File: src/rtl/fifo_arb_pkg.sv
// fifo_arb_pkg: shared types and sizing helpers for the async_fifo write-side arbiter.
package fifo_arb_pkg;

   typedef enum logic {IDLE, BUSY} arb_state_t;

   localparam int N_REQ_MIN     = 2;
   localparam int N_REQ_MAX     = 8;
   localparam int MAX_BURST_MIN = 1;
   localparam int MAX_BURST_MAX = 16;

   function automatic int id_w(input int n);
      return (n > 1) ? $clog2(n) : 1;
   endfunction

endpackage

File: src/rtl/rr_priority_pick.sv
// rr_priority_pick: combinational round-robin search for the first set request after last_i.
module rr_priority_pick
   import fifo_arb_pkg::*;
#(
   parameter int  N_REQ = 4,
   localparam int IW    = id_w(N_REQ)
) (
   input  logic [N_REQ-1:0] req_i,
   input  logic [IW-1:0]    last_i,
   output logic             found_o,
   output logic [IW-1:0]    idx_o
);

   // Walk from the farthest offset down so the nearest set bit after last_i wins; offset N_REQ is last_i itself.
   always_comb begin
      found_o = |req_i;
      idx_o   = last_i;
      for (int j = N_REQ; j >= 1; j--) begin
         if (req_i[(int'(last_i) + j) % N_REQ]) idx_o = IW'((int'(last_i) + j) % N_REQ);
      end
   end

endmodule

File: src/rtl/fifo_wr_arbiter.sv
// fifo_wr_arbiter: round-robin arbiter sharing the async_fifo write port among N_REQ valid/ready requesters.
// Define FIFO_WR_ARB_BURST_LOCK_EN to let an owner keep the grant for up to MAX_BURST consecutive beats.
module fifo_wr_arbiter
   import fifo_arb_pkg::*;
#(
   parameter int  N_REQ      = 4,
   parameter int  DATA_WIDTH = 8,
   parameter int  MAX_BURST  = 4,
   localparam int IW         = id_w(N_REQ)
) (
   input  logic                        wr_clk,
   input  logic                        rst_n,
   input  logic [N_REQ-1:0]            req_valid,
   input  logic [N_REQ*DATA_WIDTH-1:0] req_data,
   output logic [N_REQ-1:0]            req_ready,
   input  logic                        full,
   output logic                        wr_en,
   output logic [DATA_WIDTH-1:0]       write_data,
   output logic                        grant_valid,
   output logic [IW-1:0]               grant_id
);

   logic [N_REQ-1:0] vld;
   logic [IW-1:0]    rr_last_q, rr_last_d, cand, owner;
   logic             found, locked;

   // Masking requests during reset makes every output fall to its reset value without waiting for a clock.
   assign vld = rst_n ? req_valid : '0;

   rr_priority_pick #(.N_REQ(N_REQ)) u_pick (
      .req_i   (vld),
      .last_i  (rr_last_q),
      .found_o (found),
      .idx_o   (cand)
   );

`ifdef FIFO_WR_ARB_BURST_LOCK_EN
   localparam int CW = $clog2(MAX_BURST + 1);

   arb_state_t    state_q, state_d;
   logic [IW-1:0] owner_q, owner_d;
   logic [CW-1:0] cnt_q, cnt_d;

   // A locked owner that drops valid hands over in the same cycle, so release costs no bubble.
   assign locked = (state_q == BUSY) & vld[owner_q];
   assign owner  = locked ? owner_q : cand;

   always_comb begin
      state_d = state_q;
      owner_d = owner_q;
      cnt_d   = cnt_q;
      if (!full) begin
         if (wr_en && locked) begin
            cnt_d = cnt_q + 1'b1;
            if (cnt_d == CW'(MAX_BURST)) begin
               state_d = IDLE;
               cnt_d   = '0;
            end
         end else if (wr_en && MAX_BURST > 1) begin
            state_d = BUSY;
            owner_d = cand;
            cnt_d   = CW'(1);
         end else if (!locked) begin
            state_d = IDLE;
            cnt_d   = '0;
         end
      end
   end

   always_ff @(posedge wr_clk or negedge rst_n) begin
      if (!rst_n) begin
         state_q <= IDLE;
         owner_q <= '0;
         cnt_q   <= '0;
      end else begin
         state_q <= state_d;
         owner_q <= owner_d;
         cnt_q   <= cnt_d;
      end
   end
`else
   assign locked = 1'b0;
   assign owner  = cand;
`endif

   assign grant_valid = locked | found;
   assign grant_id    = owner;
   assign wr_en       = grant_valid & vld[owner] & ~full;
   assign write_data  = req_data[owner*DATA_WIDTH +: DATA_WIDTH];
   assign req_ready   = (grant_valid & ~full) ? (N_REQ'(1) << owner) : '0;
   assign rr_last_d   = wr_en ? owner : rr_last_q;

   always_ff @(posedge wr_clk or negedge rst_n) begin
      if (!rst_n) rr_last_q <= IW'(N_REQ - 1);
      else        rr_last_q <= rr_last_d;
   end

endmodule

File: config.mk
export PLATFORM = sky130hd
export DESIGN_NAME = fifo_wr_arbiter
export DESIGN_NICKNAME = d
export VERILOG_FILES = /design/src/rtl/fifo_arb_pkg.sv /design/src/rtl/rr_priority_pick.sv /design/src/rtl/fifo_wr_arbiter.sv
export SDC_FILE = /design/constraint.sdc
export NUM_CORES = 1
export LEC_CHECK = 0
export ABC_AREA = 1
export CELL_PAD_IN_SITES_DETAIL_PLACEMENT = 1
export CELL_PAD_IN_SITES_GLOBAL_PLACEMENT = 2
export CORE_MARGIN = 8
export CORE_UTILIZATION = 18
export CTS_BUF_LIST = sky130_fd_sc_hd__clkbuf_8
export CTS_CLUSTER_SIZE = 16
export DETAILED_ROUTE_END_ITERATION = 7
export GPL_ROUTABILITY_DRIVEN = 1
export PLACE_DENSITY_LB_ADDON = 0.1
export RECOVER_POWER = 100
export SLEW_MARGIN = 20
export SYNTH_ARGS = -nofsm -noshare
export SYNTH_HDL_FRONTEND = slang
export SYNTH_SLANG_ARGS = --single-unit
File: constraint.sdc
create_clock -name wr_clk -period 2.5 [get_ports wr_clk]
set_input_delay 0.5 -clock wr_clk [delete_from_list [all_inputs] [get_ports wr_clk]]
set_output_delay 0.5 -clock wr_clk [all_outputs]
set_load 0.02 [all_outputs]
==> results of run 1 <==
==> metrics by stage <==
stage               instance area, µm²  instances  utilization  worst slack (ps)
finish                            2020        301        0.422             -96.9
global route                      2020        301        0.422              -221
CTS                               1900        302        0.397              -129
detailed placement                1640        288        0.343              -977
global placement                  1640        288        0.343              -908
floorplan                          903        155            -               201
==> per-layer routing <==
layer | part of all wire | track usage
met2 | 0.51 | 0.217
met1 | 0.42 | 0.130
met3 | 0.067 | 0.0284
met4 | 0.0044 | 0.0188
met5 | 0 | 0
==> cells in the final DEF, fill, tap and decap left out <==
cell type	Yosys	routed
sky130_fd_sc_hd__clkbuf_8	0	3
sky130_fd_sc_hd__dfstp_2	2	2
sky130_fd_sc_hd__dlygate4sd2_1	0	5
sky130_fd_sc_hd__inv_1	8	8
sky130_fd_sc_hd__nor3_2	2	1
sky130_fd_sc_hd__clkdlybuf4s50_1	0	34
sky130_fd_sc_hd__nor2_2	2	3
sky130_fd_sc_hd__o21ai_1	1	2
sky130_fd_sc_hd__clkbuf_2	0	1
sky130_fd_sc_hd__nand4_1	1	1
sky130_fd_sc_hd__nand3_2	11	19
sky130_fd_sc_hd__o21ai_0	3	2
sky130_fd_sc_hd__nand2_4	3	4
sky130_fd_sc_hd__inv_4	0	1
sky130_fd_sc_hd__nor2_8	1	1
sky130_fd_sc_hd__nor2_4	3	5
sky130_fd_sc_hd__nor2_1	7	4
sky130_fd_sc_hd__nor3_4	0	1
sky130_fd_sc_hd__inv_2	4	2
sky130_fd_sc_hd__buf_16	0	1
sky130_fd_sc_hd__buf_8	2	1
sky130_fd_sc_hd__nand2_1	69	45
sky130_fd_sc_hd__inv_6	0	1
sky130_fd_sc_hd__clkbuf_1	0	1
sky130_fd_sc_hd__clkdlybuf4s15_2	0	1
sky130_fd_sc_hd__buf_4	1	15
sky130_fd_sc_hd__nand2_2	4	24
sky130_fd_sc_hd__buf_12	0	3
sky130_fd_sc_hd__nand3_4	1	4
sky130_fd_sc_hd__nand3_1	26	15
sky130_fd_sc_hd__buf_2	0	1
sky130_fd_sc_hd__nand2_8	1	5
sky130_fd_sc_hd__buf_6	3	18
==> cells by family (layout without fill, tap and decap cells) <==
group,Yosys count,count (layout)
and+or+nand+nor,131,132
AOI/OAI and AO/OA,4,4
DFF,2,2
buffers and inverters,18,96
==> worst max-delay path, delay by kind of cell (launching register included) <==
| kind | cells | cell delay (ps) |
|---|---|---|
| DFF | 1 | 640 |
| buffers and inverters | 4 | 460 |
| and+or+nand+nor | 9 | 770 |
==> synth_stat cells <==
| cell | count | area, µm² |
|---|---|---|
| sky130_fd_sc_hd__o21ai_1 | 1 | 5.00 |
| sky130_fd_sc_hd__nand2_2 | 4 | 25.0 |
| sky130_fd_sc_hd__nor2_8 | 1 | 20.0 |
| sky130_fd_sc_hd__nor2_1 | 7 | 26.3 |
| sky130_fd_sc_hd__inv_1 | 8 | 30.0 |
| sky130_fd_sc_hd__o21ai_0 | 3 | 15.0 |
| sky130_fd_sc_hd__nor3_2 | 2 | 20.0 |
| sky130_fd_sc_hd__nand3_2 | 11 | 110 |
| sky130_fd_sc_hd__nor2_2 | 2 | 12.5 |
| sky130_fd_sc_hd__nand4_1 | 1 | 6.26 |
| sky130_fd_sc_hd__nor2_4 | 3 | 33.8 |
| sky130_fd_sc_hd__nand2_1 | 69 | 259 |
| sky130_fd_sc_hd__buf_8 | 2 | 30.0 |
| sky130_fd_sc_hd__buf_6 | 3 | 33.8 |
| sky130_fd_sc_hd__nand2_4 | 3 | 33.8 |
| sky130_fd_sc_hd__buf_4 | 1 | 7.51 |
| sky130_fd_sc_hd__nand3_4 | 1 | 17.5 |
| sky130_fd_sc_hd__nand3_1 | 26 | 130 |
| sky130_fd_sc_hd__inv_2 | 4 | 15.0 |
| sky130_fd_sc_hd__dfstp_2 | 2 | 52.6 |
| sky130_fd_sc_hd__nand2_8 | 1 | 20.0 |
==> final timing paths <==
kind                                          start                       end  slack (ps)  cells past startpoint
max in group asynchronous                     rst_n  rr_last_q[1]$_DFFE_PN1P_        1880                      2
setup / recovery           rr_last_q[0]$_DFFE_PN1P_              req_ready[3]        -100                     13
hold reg to reg            rr_last_q[1]$_DFFE_PN1P_  rr_last_q[1]$_DFFE_PN1P_         670                      3
setup reg to reg           rr_last_q[0]$_DFFE_PN1P_  rr_last_q[0]$_DFFE_PN1P_         750                     10
min in group wr_clk        rr_last_q[1]$_DFFE_PN1P_  rr_last_q[1]$_DFFE_PN1P_         670                      3
hold / removal                                rst_n  rr_last_q[0]$_DFFE_PN1P_         590                      2
==> repair_timing <==
item	4_1_cts	5_1_grt
buffers inserted	8	1
resized for setup	108	45
cloned	3	0
setup endpoints to repair	16	14
pin swaps	23	25
==> layout make-up <==
class,count,area (µm²),share of cell area
flip-flops and latches,2,52.6,0.0260
well taps,67,83.8,0.0415
repair buffers,81,827,0.410
multi-input cells,136,962,0.476
inverters,12,52.6,0.0260
clock buffers,3,41.3,0.0204
==> impl.org, run 1 <==
** Global route
- Antenna violations before repair :: 0
- Entering global routing, the biggest net connects 17 pins.
- Global-route wire length before repair :: slightly above 7000 µm
- For this run the aggregate overflow at the end of global routing stands at 0.
- Across every metal layer, demand over resource in global routing totals 0.116.
- The via count of the first global-routing pass is about 1.5k.

** Setup path
- The critical path goes through buf_6 -> nor2_1 -> nand2_1 -> nand2_2 -> nor2_4 -> nand2_4 -> nand3_4 -> buf_6 -> nand2_8 -> inv_6 -> nand2_2 -> nor2_2 -> buf_6.
- Worst-path fanout max :: 7
- Max stage delay on crit path :: 640 ps
- Counting stages on the worst path, the most repeated cell is sky130_fd_sc_hd__buf_6.
- The largest individual stage delay along the critical path comes from the cell sky130_fd_sc_hd__dfstp_2.
- Data on the critical path is required at its endpoint by 2000 ps.
- Class of the most critical setup path :: reg -> out
- Critical Path Source Type :: register
- STA classifies the critical path endpoint as an output port.
- Worst path arrival time :: around 2100 ps

** Synth
- Number of warning messages in the yosys log :: 0
- The synthesized design contains 2 register bits.
- Of the total synthesized cell area, the portion taken by full adders, half adders and majority gates is 0.
- Compound-gate portion of the synthesized area :: 0.0222
- Each instance of the synthesized netlist takes up on average 5.83 µm².
- Multiplexer fraction of the synthesized cell area :: 0
- After synthesis, the largest family of logic cells by area is simple AND/OR/NAND/NOR gates.
- The synthesized netlist occupies a cell area of roughly 900 µm².
- Cell variety after synth :: 21
- Fraction of the mapped netlist area in simple logic gates :: 0.791
- Of the total synthesized cell area, the portion taken by XOR and XNOR cells is 0.
- Part of the Yosys area used for sequential elements :: 0.0582
- Cell count after synthesis :: ~160
- Post-synth net total :: 194

** Placed design
- Routability Congestion :: 0.832
- Number of port buffers :: 54
- Half-perimeter wire length after detailed placement :: 3350 µm

** Flow run
- Max-cap violations :: 0

** Cells and area
- Area growth, synth to finish :: 124%
- Registers with the highest flip-flop counts :: rr_last_q: 2 flops
- NumNets Final :: 275
- Share of cells above drive strength 1 :: 0.500
- The number of antenna diodes in the final layout is 0.
- rr_last_q holds more flip-flops than any other register.
- The register with the most flip-flops in the layout has 2 of them.
- Fillcell total :: 594

** Drt
- DRC violation count after routing :: 0
- DRT antenna net count :: 0
- Router iterations before antenna repair :: 4
- In the routed layout, each cell is associated on average with a via count of 4.37.
- Via count of the routed design :: 1314
- Wirelength per Cell :: approximately 14 µm
- For this block, the initial DRC count from the detailed router was 28.
- The routed design has roughly 4400 µm of wire.

** Timing
- Setup tns final :: -808 ps
- Post-route worst hold slack :: 594 ps
- Headroom to the max-slew limit :: 0.769
- The final count of pins violating max slew was 0.
- Number of hold violations in the final report :: 0
- Tcrit/Tclk final :: 1.04
- Final worst-path setup slack :: -96.9 ps
- Clock skew :: ~1.5 ps
- Unrepaired setup endpoints after global routing :: yes
- At the pin with the least slew margin, the transition time is 345 ps.
- Derived from the worst setup path, the maximum achievable clock frequency is approximately 0.39 GHz.
- Setup violations remaining at the end of the flow were counted as 11.
- The routed design could run at a clock period as short as 2600 ps.

** Clock tree
- TritonCTS built the clock tree.
- In this run the number of H-tree levels came out at 1.
- Max Root-Sink Buffers :: 2
- CTS buffer count :: 3
- Clk sinks :: 2
- Clock latency on the worst-skew pair :: 210 ps
- Buffers inserted to repair hold after CTS numbered 0.
- Clock-pin slew was measured on the worst setup and hold paths at around 30 ps.
- The cell sitting at the root of the clock tree is a sky130_fd_sc_hd__clkbuf_8.

** Worst hold path
- The worst hold path belongs to the class in -> async.

** Floorplanning
- The floorplan has 25 rows.
- IO Count :: 55
- Measured along the y axis, the die boundary spans 86.8 µm.
- The floorplan step defined a die boundary enclosing 7540 µm².
- Die width :: just under 90 µm
- The core region is 4790 µm².
- Initial standard-cell utilization of the core :: 0.189

** Run status
- The flow ran to the end, but the final reports show violations.
- Failing checks :: setup timing
Power of run 1 is not shown: default switching activity piles up to over one toggle a cycle in this logic, so the estimate is an artifact.
==> run 2: changes to the inputs <==
- CAP_MARGIN: default -> 20
==> results of run 2 <==
Same layout as run 1: the final DEF is identical, and so are final timing and power.
Power of run 2 is left out for the same reason.
==> run 3: changes to the inputs <==
- CORE_UTILIZATION: 18 -> 12
- SYNTH_HIERARCHICAL: default -> 1
==> impl.org, run 3 <==
** Drt
- DRT antenna net count :: 0
- Vias per Instance :: between 3 and 4
- Number of violations reported at the end of detailed-routing iteration 0 :: 17
- Wire length after detailed routing :: ~3700 µm
- Via count of the routed design :: between 1k and 1.5k
- Wirelength per Cell :: 12.9 µm
- DRC violation count after routing :: 0
- The first detailed-routing pass ran for 4 iterations.

** Timing
- Clock skew :: 3.58 ps
- F_max :: 0.380 GHz
- Tcrit/Tclk final :: 1.05
- Headroom to the max-slew limit :: 0.794
- Setup total negative slack on the finished layout was measured at -1080 ps.
- Slew @ Worst Pin :: about 300 ps
- Number of setup violations in the final report :: 10
- Number of hold violations in the final report :: 0
- Subtracting the final worst setup slack from the clock period gives 2630 ps.
- Final worst-path setup slack :: -130 ps
- Unrepaired setup endpoints after global routing :: yes
- Number of pins with negative max-slew slack in the final report :: 0

** Synth
- Of the synthesized area, sequential elements account for 0.0875.
- Top cell type's share of synthesized area :: 0.337
- Counting every instance in the synthesized netlist gives 121.
- In the post-synthesis netlist, the cell with the most instances is sky130_fd_sc_hd__nand2_1.
- The compound-gate portion of the synthesized area came to 0.0771.
- Counting flops and latches in the post-synthesis netlist gives 2.
- Number of flops mapped to enable cells by yosys :: 0
- The largest total area in the synthesized netlist belongs to sky130_fd_sc_hd__nand2_1.
- Of all flip-flops after synthesis, the portion carrying an async set or reset was 1.00.
- Ranking of synthesized cells by area :: sky130_fd_sc_hd__nand2_1 34%, sky130_fd_sc_hd__nand3_1 11%, sky130_fd_sc_hd__nand2_2 10%
- In the synthesized netlist the dominant register cell turns out to be sky130_fd_sc_hd__dfstp_2.
- Of the total synthesized cell area, the portion taken by XOR and XNOR cells is 0.
- Adder and majority gate portion of the synthesized area :: 0
- Fraction of the mapped netlist area in simple logic gates :: 0.673
- The number of nets handed over by synthesis was 160.
- After synthesis, the largest family of logic cells by area is simple AND/OR/NAND/NOR gates.
- Dividing the synthesized area by the synthesized cell count gives 4.96 µm².
- Of the post-synthesis cell area, the part taken by muxes is 0.
- The Yosys step of the flow raised 6 warnings.
- Post-synth design cell area :: ~600 µm²
- Top cell types by occurrence after synthesis :: 54 x sky130_fd_sc_hd__nand2_1, 13 x sky130_fd_sc_hd__inv_1, 13 x sky130_fd_sc_hd__nand3_1
- Yosys mapped the design onto 16 distinct sky130hd cell types.

** Cells and area
- Final Instance Count excl. Fillers :: 284
- Most flop-heavy register :: rr_last_q
- Registers with the highest flip-flop counts :: rr_last_q: 2 flops
- NumNets Final :: between 200 and 300
- Of the cells placed in the final design, the portion with a size suffix greater than 1 is 0.521.
- Area growth, synth to finish :: 186%
- Final instance area :: 1720 µm²
- Antenna cell count :: 0
- Leading cell type in the layout, fill and taps excluded :: sky130_fd_sc_hd__nand2_1
- Max reg flops :: 2
- Fillcell total :: ~620
- Leaving out fill and tap cells, the most frequent cells in the layout are 40 x sky130_fd_sc_hd__nand2_1, 35 x sky130_fd_sc_hd__buf_4, 34 x sky130_fd_sc_hd__clkdlybuf4s50_1, 21 x sky130_fd_sc_hd__nand2_2, 16 x sky130_fd_sc_hd__buf_6.

** Power
- Summed over all cells, the static leakage comes to 0.826 nW.
- Power spread over the standard cell area amounts to 1500 nW/µm².
- Overall power consumption after layout is estimated at 2.57 mW.
- Largest vdd supply drop :: 0.558 mV

** Placed design
- Instance area at placement :: between 1000 and 1500 µm²
- At the end of routability-driven placement, the weighted congestion stood at 0.792.
- After detailed placement, the design holds a cell count of 260.
- Placement-stage worst setup slack :: -1230 ps
- Number of port buffers :: 54
- Summed over all nets, the half-perimeter wirelength after detailed placement is ~3000 µm.

** Setup path
- The worst register-to-register path has a setup slack of ~10 ps.
- The worst register-to-register path ends at rr_last_q[0]$_DFFE_PN1P_.
- Critical R2R Launch :: rr_last_q[0]$_DFFE_PN1P_
- Critical Path Sink Type :: output port
- The worst setup path is launched from a register.
- By startpoint and endpoint, the worst setup path is classified as reg -> out.
- Worst r2r path cells :: 22
- Of all nets on the critical path, the largest fanout is 6.
- Worst path arrival time :: between 2000 and 2500 ps
- Worst EP required :: 2000 ps

** Clock tree
- CTS built an H-tree with a depth of 1.
- In this run the deepest clock path goes through 2 buffers.
- Clock latency on the worst-skew pair :: 210 ps
- Clock tree synthesis inserted a total of 3 buffers.
- Clk sinks :: 2
- CTS Root Buffer Type :: sky130_fd_sc_hd__clkbuf_8
- TritonCTS clock tree :: done
- CTS clk-pin slew, worst paths :: 30 ps

** Run status
- Outcome :: finished, violations left
- The checks that failed: setup timing.

** Floorplanning
- The floorplan step set the die width to between 80 and 90 µm.
- The initial utilization of the core area, before any placement, comes to 0.125.
- IO Count :: 55
- Row generation in the floorplan step produced 25 rows.
- Vert. Die Dim :: 86.7 µm
- Total Die Area :: roughly 7500 µm²
- The core region is 4790 µm².

** Worst hold path
- Path type of the worst min-delay path :: in -> async

** Flow run
- Max-cap violations :: 0

** Global route
- The number of antenna violations at the first check in global routing was 0.
- For this run, the total global-route usage over all layers was measured as 0.0921.
- For this run the aggregate overflow at the end of global routing stands at 0.
- Vias in the first global route :: approximately 1.2k
- Global-route wire length before repair :: roughly 5600 µm
- Entering global routing, the biggest net connects 9 pins.
[run 3: changes by cell type after synthesis, sizes merged]
cell / change
a22oi: +5
o21ai: -3
buf: -4
and3: +1
nand2: -13
inv: +7
nor2: -5
nand3: -25
nand4: +3
[run 3: where the power goes]
group	internal [mW]	switching (mW)
sequential	0.0555	0.0182
clock	0.102	0.0259
combinational	1.13	1.24
total	1.29	1.28
[run 3: critical path, cell delays in order, from the launching register on]
cell and delay, ps:
sky130_fd_sc_hd__dfstp_2 520, sky130_fd_sc_hd__buf_6 140, sky130_fd_sc_hd__inv_8 40, sky130_fd_sc_hd__nand2_1 60
sky130_fd_sc_hd__nand2_2 60, sky130_fd_sc_hd__nand2_1 90, sky130_fd_sc_hd__nand2_2 60, sky130_fd_sc_hd__inv_2 60
sky130_fd_sc_hd__nand3_2 90, sky130_fd_sc_hd__nand2_4 120, sky130_fd_sc_hd__inv_4 60, sky130_fd_sc_hd__nand2_4 70
sky130_fd_sc_hd__clkinvlp_4 120, sky130_fd_sc_hd__buf_4 160, sky130_fd_sc_hd__nand2_1 50, sky130_fd_sc_hd__nand3_1 80
sky130_fd_sc_hd__buf_6 140
[run 3: how the worst max path moves through the flow]
stage                                to  slack [ps]                startpoint  cells after the start
after floorplan                   wr_en          40  rr_last_q[0]$_DFFE_PN1P_                     15
after global placement    write_data[2]       -1240                     rst_n                     18
after detailed placement  write_data[7]       -1230                     rst_n                     18
after CTS                         wr_en        -150  rr_last_q[0]$_DFFE_PN1P_                     17
after global routing      write_data[4]        -300  rr_last_q[0]$_DFFE_PN1P_                     16
final                     write_data[5]        -130  rr_last_q[0]$_DFFE_PN1P_                     16
[run 3: layer usage]
metal	vias up	track usage	wire (µm)
met2	23	0.169	2030
li1	572	-	-
met1	516	0.105	1460
met4	0	0.0282	31
met5	-	0	0
met3	5	0.0142	142
[run 3: cell families (layout without fill, tap and decap cells)]
group,Yosys count,in the layout
buf+inv,21,117
flops,2,2
compound gates,6,6
simple gates,92,92
[run 3: timing repair]
action	4_1_cts	5_1_grt
gates resized for setup	127	19
hold buffers	0	0
setup buffers	19	3
pin swaps	20	7
gates cloned	0	0
setup endpoints to repair	18	17
[run 3: final cells by class]
type,count,area [µm²],share of cell area
flip-flops and latches,2,52.6,0.0306
inverters,19,85.1,0.0495
multi-input cells,98,586,0.341
clock buffers,3,41.3,0.0240
well taps,67,83.8,0.0488
repair buffers,95,870,0.506
[run 3: metrics by stage]
| stage | util | hold slack (ps) |
|---|---|---|
| finish | 0.359 | 437 |
| floorplan | - | 352 |
| global route | 0.359 | 462 |
| global placement | 0.287 | 512 |
| detailed placement | 0.287 | 516 |
| CTS | 0.343 | 426 |
No activity file was read; power rests on OpenSTA's default activity.
